**src/rtl/uart_tx_fifo.sv**
```systemverilog
// uart_tx_fifo
//   Byte buffer between the processor output path and the uart transmitter.
//   The core pushes bytes with single-cycle writes. The block pops them one at
//   a time into data_tx and pulses start_transmit once per frame. The uart has
//   no busy output, so the frame time is measured here with a down-counter.
//   data_tx is held stable from each pop until the next pop.
//
//   Pacing: while the FIFO stays non-empty, start_transmit pulses are
//   FRAME_CYCLES+1 clocks apart. This is one START cycle, FRAME_CYCLES-1 WAIT
//   cycles and one IDLE cycle that performs the pop.
//
// Ports
//   clk             system clock, all logic on the rising edge
//   reset           asynchronous, active-high; clears all state
//   wr_data[7:0]    byte to enqueue
//   wr_en           enqueue wr_data this cycle
//   full            stored byte count equals DEPTH
//   empty           stored byte count is zero
//   count           number of stored bytes, 0..DEPTH
//   overflow        1-cycle pulse: a write arrived while full and was dropped
//   data_tx[7:0]    byte under transmission, to the uart
//   start_transmit  1-cycle pulse, to the uart
//   busy            a frame is being started or timed (START or WAIT)
module uart_tx_fifo #(
  parameter int DEPTH        = 16,
  parameter int FRAME_CYCLES = 11
) (
  input  logic                     clk,
  input  logic                     reset,
  input  logic [7:0]               wr_data,
  input  logic                     wr_en,
  output logic                     full,
  output logic                     empty,
  output logic [$clog2(DEPTH):0]   count,
  output logic                     overflow,
  output logic [7:0]               data_tx,
  output logic                     start_transmit,
  output logic                     busy
);

  localparam int PTR_W = $clog2(DEPTH);
  localparam int CNT_W = $clog2(DEPTH) + 1;
  localparam int TMR_W = $clog2(FRAME_CYCLES);

  localparam logic [CNT_W-1:0] DEPTH_C    = CNT_W'(DEPTH);
  localparam logic [CNT_W-1:0] CNT_ZERO   = {CNT_W{1'b0}};
  localparam logic [CNT_W-1:0] CNT_ONE    = CNT_W'(1);
  localparam logic [PTR_W-1:0] PTR_ONE    = PTR_W'(1);
  localparam logic [TMR_W-1:0] TMR_ZERO   = {TMR_W{1'b0}};
  localparam logic [TMR_W-1:0] TMR_ONE    = TMR_W'(1);
  // WAIT lasts FRAME_CYCLES-1 cycles (timer counts down to zero inclusive),
  // so START plus WAIT spans exactly one frame.
  localparam logic [TMR_W-1:0] TIMER_LOAD = TMR_W'(FRAME_CYCLES - 2);

  typedef enum logic [1:0] {
    ST_IDLE  = 2'd0,
    ST_START = 2'd1,
    ST_WAIT  = 2'd2
  } state_t;

  // Storage and bookkeeping
  logic [7:0]       mem_r [DEPTH];
  logic [PTR_W-1:0] wr_ptr_r;
  logic [PTR_W-1:0] rd_ptr_r;
  logic [CNT_W-1:0] count_r;
  logic [CNT_W-1:0] count_s;
  logic             full_r;
  logic             empty_r;
  logic             overflow_r;
  logic [7:0]       data_tx_r;

  // Frame sequencer
  state_t           state_r;
  state_t           state_s;
  logic [TMR_W-1:0] timer_r;
  logic [TMR_W-1:0] timer_s;
  logic             start_r;
  logic             start_s;
  logic             busy_r;
  logic             busy_s;

  // Handshake terms
  logic             pop_s;
  logic             wr_accept_s;

  assign full           = full_r;
  assign empty          = empty_r;
  assign count          = count_r;
  assign overflow       = overflow_r;
  assign data_tx        = data_tx_r;
  assign start_transmit = start_r;
  assign busy           = busy_r;

  // Pop/accept decisions and next occupancy; a pop frees a slot in the same
  // edge, so a write against a full FIFO is still taken when a pop coincides.
  always_comb begin
    pop_s       = 1'b0;
    wr_accept_s = 1'b0;
    count_s     = count_r;
    if ((state_r == ST_IDLE) && (count_r != CNT_ZERO)) begin
      pop_s = 1'b1;
    end else begin
      pop_s = 1'b0;
    end
    if (wr_en && (!full_r || pop_s)) begin
      wr_accept_s = 1'b1;
    end else begin
      wr_accept_s = 1'b0;
    end
    case ({wr_accept_s, pop_s})
      2'b10:   count_s = count_r + CNT_ONE;
      2'b01:   count_s = count_r - CNT_ONE;
      default: count_s = count_r;
    endcase
  end

  // FIFO storage, pointers, flags and the byte presented to the uart
  always_ff @(posedge clk or posedge reset) begin
    if (reset) begin
      for (int i = 0; i < DEPTH; i++) begin
        mem_r[i] <= 8'h00;
      end
      wr_ptr_r   <= {PTR_W{1'b0}};
      rd_ptr_r   <= {PTR_W{1'b0}};
      count_r    <= CNT_ZERO;
      full_r     <= 1'b0;
      empty_r    <= 1'b1;
      overflow_r <= 1'b0;
      data_tx_r  <= 8'h00;
    end else begin
      if (wr_accept_s) begin
        mem_r[wr_ptr_r] <= wr_data;
        wr_ptr_r        <= wr_ptr_r + PTR_ONE;
      end
      if (pop_s) begin
        // Non-blocking read sees the old entry even if the same slot is
        // written this edge (full FIFO with concurrent write and pop).
        data_tx_r <= mem_r[rd_ptr_r];
        rd_ptr_r  <= rd_ptr_r + PTR_ONE;
      end
      count_r    <= count_s;
      full_r     <= (count_s == DEPTH_C);
      empty_r    <= (count_s == CNT_ZERO);
      overflow_r <= wr_en && full_r && !pop_s;
    end
  end

  // Sequencer next state, frame timer and registered strobes
  always_comb begin
    state_s = state_r;
    timer_s = timer_r;
    start_s = 1'b0;
    busy_s  = 1'b0;
    case (state_r)
      ST_IDLE: begin
        if (pop_s) begin
          state_s = ST_START;
        end else begin
          state_s = ST_IDLE;
        end
      end
      ST_START: begin
        start_s = 1'b1;
        timer_s = TIMER_LOAD;
        state_s = ST_WAIT;
      end
      ST_WAIT: begin
        if (timer_r == TMR_ZERO) begin
          state_s = ST_IDLE;
        end else begin
          timer_s = timer_r - TMR_ONE;
        end
      end
      default: begin
        state_s = ST_IDLE;
        timer_s = TMR_ZERO;
      end
    endcase
    if (state_s != ST_IDLE) begin
      busy_s = 1'b1;
    end else begin
      busy_s = 1'b0;
    end
  end

  // Sequencer state register; an async reset abandons any frame in flight
  always_ff @(posedge clk or posedge reset) begin
    if (reset) begin
      state_r <= ST_IDLE;
      timer_r <= TMR_ZERO;
      start_r <= 1'b0;
      busy_r  <= 1'b0;
    end else begin
      state_r <= state_s;
      timer_r <= timer_s;
      start_r <= start_s;
      busy_r  <= busy_s;
    end
  end

endmodule

```
**config.mk**
```make
export PLATFORM = sky130hd
export DESIGN_NAME = uart_tx_fifo
export DESIGN_NICKNAME = d
export VERILOG_FILES = /design/src/rtl/uart_tx_fifo.sv
export SDC_FILE = /design/constraint.sdc
export NUM_CORES = 1
export LEC_CHECK = 0
export CORE_MARGIN = 2
export CORE_UTILIZATION = 45
export CTS_CLUSTER_DIAMETER = 40
export CTS_CLUSTER_SIZE = 30
export DETAILED_ROUTE_END_ITERATION = 7
export GPL_ROUTABILITY_DRIVEN = 0
export PLACE_DENSITY = 0.64
export RECOVER_POWER = 100
export SETUP_SLACK_MARGIN = 0.3
export SYNTH_ARGS = -nofsm -noshare
export SYNTH_HDL_FRONTEND = slang
export SYNTH_SLANG_ARGS = --single-unit
export TNS_END_PERCENT = 30
```
**constraint.sdc**
```tcl
create_clock -name clk -period 12 [get_ports clk]
set_input_delay 1.2 -clock clk [delete_from_list [all_inputs] [get_ports clk]]
set_output_delay 1.2 -clock clk [all_outputs]
set_load 0.005 [all_outputs]
```
==> metrics.txt <==
worst reg2reg path depth 12; fraction of final layout cells sized beyond drive strength 1 0.355; Hold Path Sink data_tx[4]$_DFFE_PP0P_; CTS tree built; initial antenna violation count 0; Fin. Hold Viols 0; Leak Pwr 3.93 nW; CP Capture Type async pin; CP startpoint kind input pin; crit-path cells dlygate4sd3_1 > clkinvlp_2 > clkbuf_1; WL met1 7.85 mm; Setup Fix Bufs, Post-CTS 0; crit-path max FO 99; WL met3 577 µm; Peak supply drop 0.163 mV; R2R Setup Slk 6920 ps; full die area 19,300 µm²; number of antenna diodes 0; Top Layer Used met4; PostCTS Resize Cnt 0; vias in the first global route 4,981; worst r2r src count[2]$_DFF_PP0_; Hold Path Class reg2reg; total power 0.00261 W; Worst-Skew Late Latency 420 ps; f_max 148 MHz; Post-Synthesis Cells 528; clk_skew 8.43 ps; FFs w/ async S/R, synth 1.00; Worst-Margin Slew 4300 ps; final worst slack 5260 ps; Worst-path clk slew 60 ps; final critical-path required period 6740 ps; Crit path largest cell delay 2390 ps; start point of the worst hold path data_tx[4]$_DFFE_PP0P_; core area 17,900 µm²; setup violators final 0; Placed Area 8640 µm²; Die X 139 µm; synth unique cells 50; # H-tree levels 4; Worst EP required 11,820 ps; max_cap viols 19; #FFs+latches synth 160; syn_area_per_cell 15.5 µm²; pin count of the biggest net entering global routing 100; Max Slew Vio Count 348; PD cells 291 nW/µm²; Seq/Total Area, Yosys 0.489; GRT Util Overall 0.183; Ports 29; FF-to-FF End empty$_DFF_PP1_; Cell Rows 49; setup TNS 0 ps; Cell Area, Synth 8200 µm²; Crit-path slowest cell clkinvlp_2; EDFF count, synth 0; Final Routed Wirelength 16.5 mm; most area-hungry cell type in the Yosys netlist dfrtp_1; dominant synthesized flop cell dfrtp_1; # DRC 0; CTS Hold Bufs 0; Yosys top cell area share 0.485; I/O Buffers 28; dpl ws 7660 ps; Net count, final 574; # fillers 1,518; final instance area 8970 µm²; unrepaired setup endpoints after global routing no; worst rel slew slack -1.88; Vias 4,385; synth top area cells dfrtp_1 (49%), mux2_4 (21%), mux4_2 (8.8%); syn nets 554; DR WL met2 7.96 mm; DR vias/cell 5.56; synthesis-to-finish area growth 9.50%; Initial Util 0.458; critical path type in2async; most common cell after layout, fill and taps aside dfrtp_1; Critical Path AT 6560 ps; CTS Buffer Depth 2; DRT antenna net count 0; GRT overflow 0; YS warnings 0; first-pass GRT wire length 27.6 mm; clk sink count 160; commonest cells after routing, fill and taps aside dfrtp_1 (158), mux2_4 (112), mux4_2 (32), a211oi_1 (23); start point of the critical path reset; Pre-antenna DRT Iters 4; status complete, but fails checks; crit share post-route 0.561; total CTS buffers 17; drt first-iter violations 264; wire per inst 20.9 µm; violated checks max-capacitance violations, max-slew violations; Finished Core Util 0.501; die height 139 µm; hold depth 1; post-DP HPWL 10.5 mm; root buf cell clkbuf_16
cells by family after synthesis:
logic type / after synthesis / synth area share
compound gates: 67 / 0.0824
simple gates: 58 / 0.0379
buf+inv: 46 / 0.0269
xor+xnor: 9 / 0.00962
mux: 173 / 0.332
flops: 160 / 0.489
fa+ha+maj: 15 / 0.0229
state kept, by name (all words and copies together) (netlist names):
register,count
mem_r,128
overflow,1
start_transmit,1
count,5
full,1
empty,1
wr_ptr_r,4
state_r,2
busy,1
data_tx,8
rd_ptr_r,4
timer_r,4
layout make-up:
| class | count | area, µm² | share of cell area |
|---|---|---|---|
| flip-flops and latches | 160 | 4010 | 0.446 |
| multi-input cells | 322 | 3770 | 0.420 |
| clock buffers | 22 | 464 | 0.0517 |
| repair buffers | 34 | 314 | 0.0350 |
| well taps | 229 | 287 | 0.0319 |
| clock inverters | 9 | 86.3 | 0.00962 |
| inverters | 13 | 50.0 | 0.00558 |
layer usage:
layer	track usage	up-vias
met5	0	-
met4	0.0510	0
met3	0.0435	6
met2	0.289	62
met1	0.255	2327
li1	-	1990
worst max path at each step:
stage,to,slack (ps),depth (start not counted)
floorplan,busy$_DFF_PP0_,6480,1
global placement,full$_DFF_PP0_,7770,10
detailed placement,full$_DFF_PP0_,7660,10
CTS,empty$_DFF_PP1_,7880,12
global route,mem_r[79]$_DFFE_PP0P_,4010,3
finish,mem_r[79]$_DFFE_PP0P_,5260,3
worst max-delay path: cells and delay by family:
kind	cells	cell delay (ps)
buf+inv	3	5280
synthesized netlist by cell type, drive strengths merged (2+ instances only):
library cell / count
dfrtp: 159
mux2: 132
mux4: 32
a211oi: 23
buf: 17
nand2: 17
clkbuf: 16
ha: 15
inv: 13
nor2: 10
a21o: 9
mux2i: 9
o22ai: 8
a21oi: 7
nand2b: 7
o21ai: 7
xnor2: 6
and3: 3
nor2b: 3
nor3: 3
o211ai: 3
xor2: 3
a2111oi: 2
a211o: 2
nand3: 2
nand4: 2
nor3b: 2
o41a: 2
or2: 2
power breakdown:
part	leakage, nW	switching [W]	internal, W
Combinational	1.69	0.000456	0.000667
Clock	0.266	0.000208	0.000295
Sequential	1.97	0.000179	0.000806
Total	3.93	0.000843	0.00177
metrics by stage:
step	hold WS [ps]	cells
after detailed placement	480	758
after floorplan	473	528
final	490	789
after global placement	470	758
after CTS	500	789
after global routing	509	789
(Power assumes the default switching activity.)
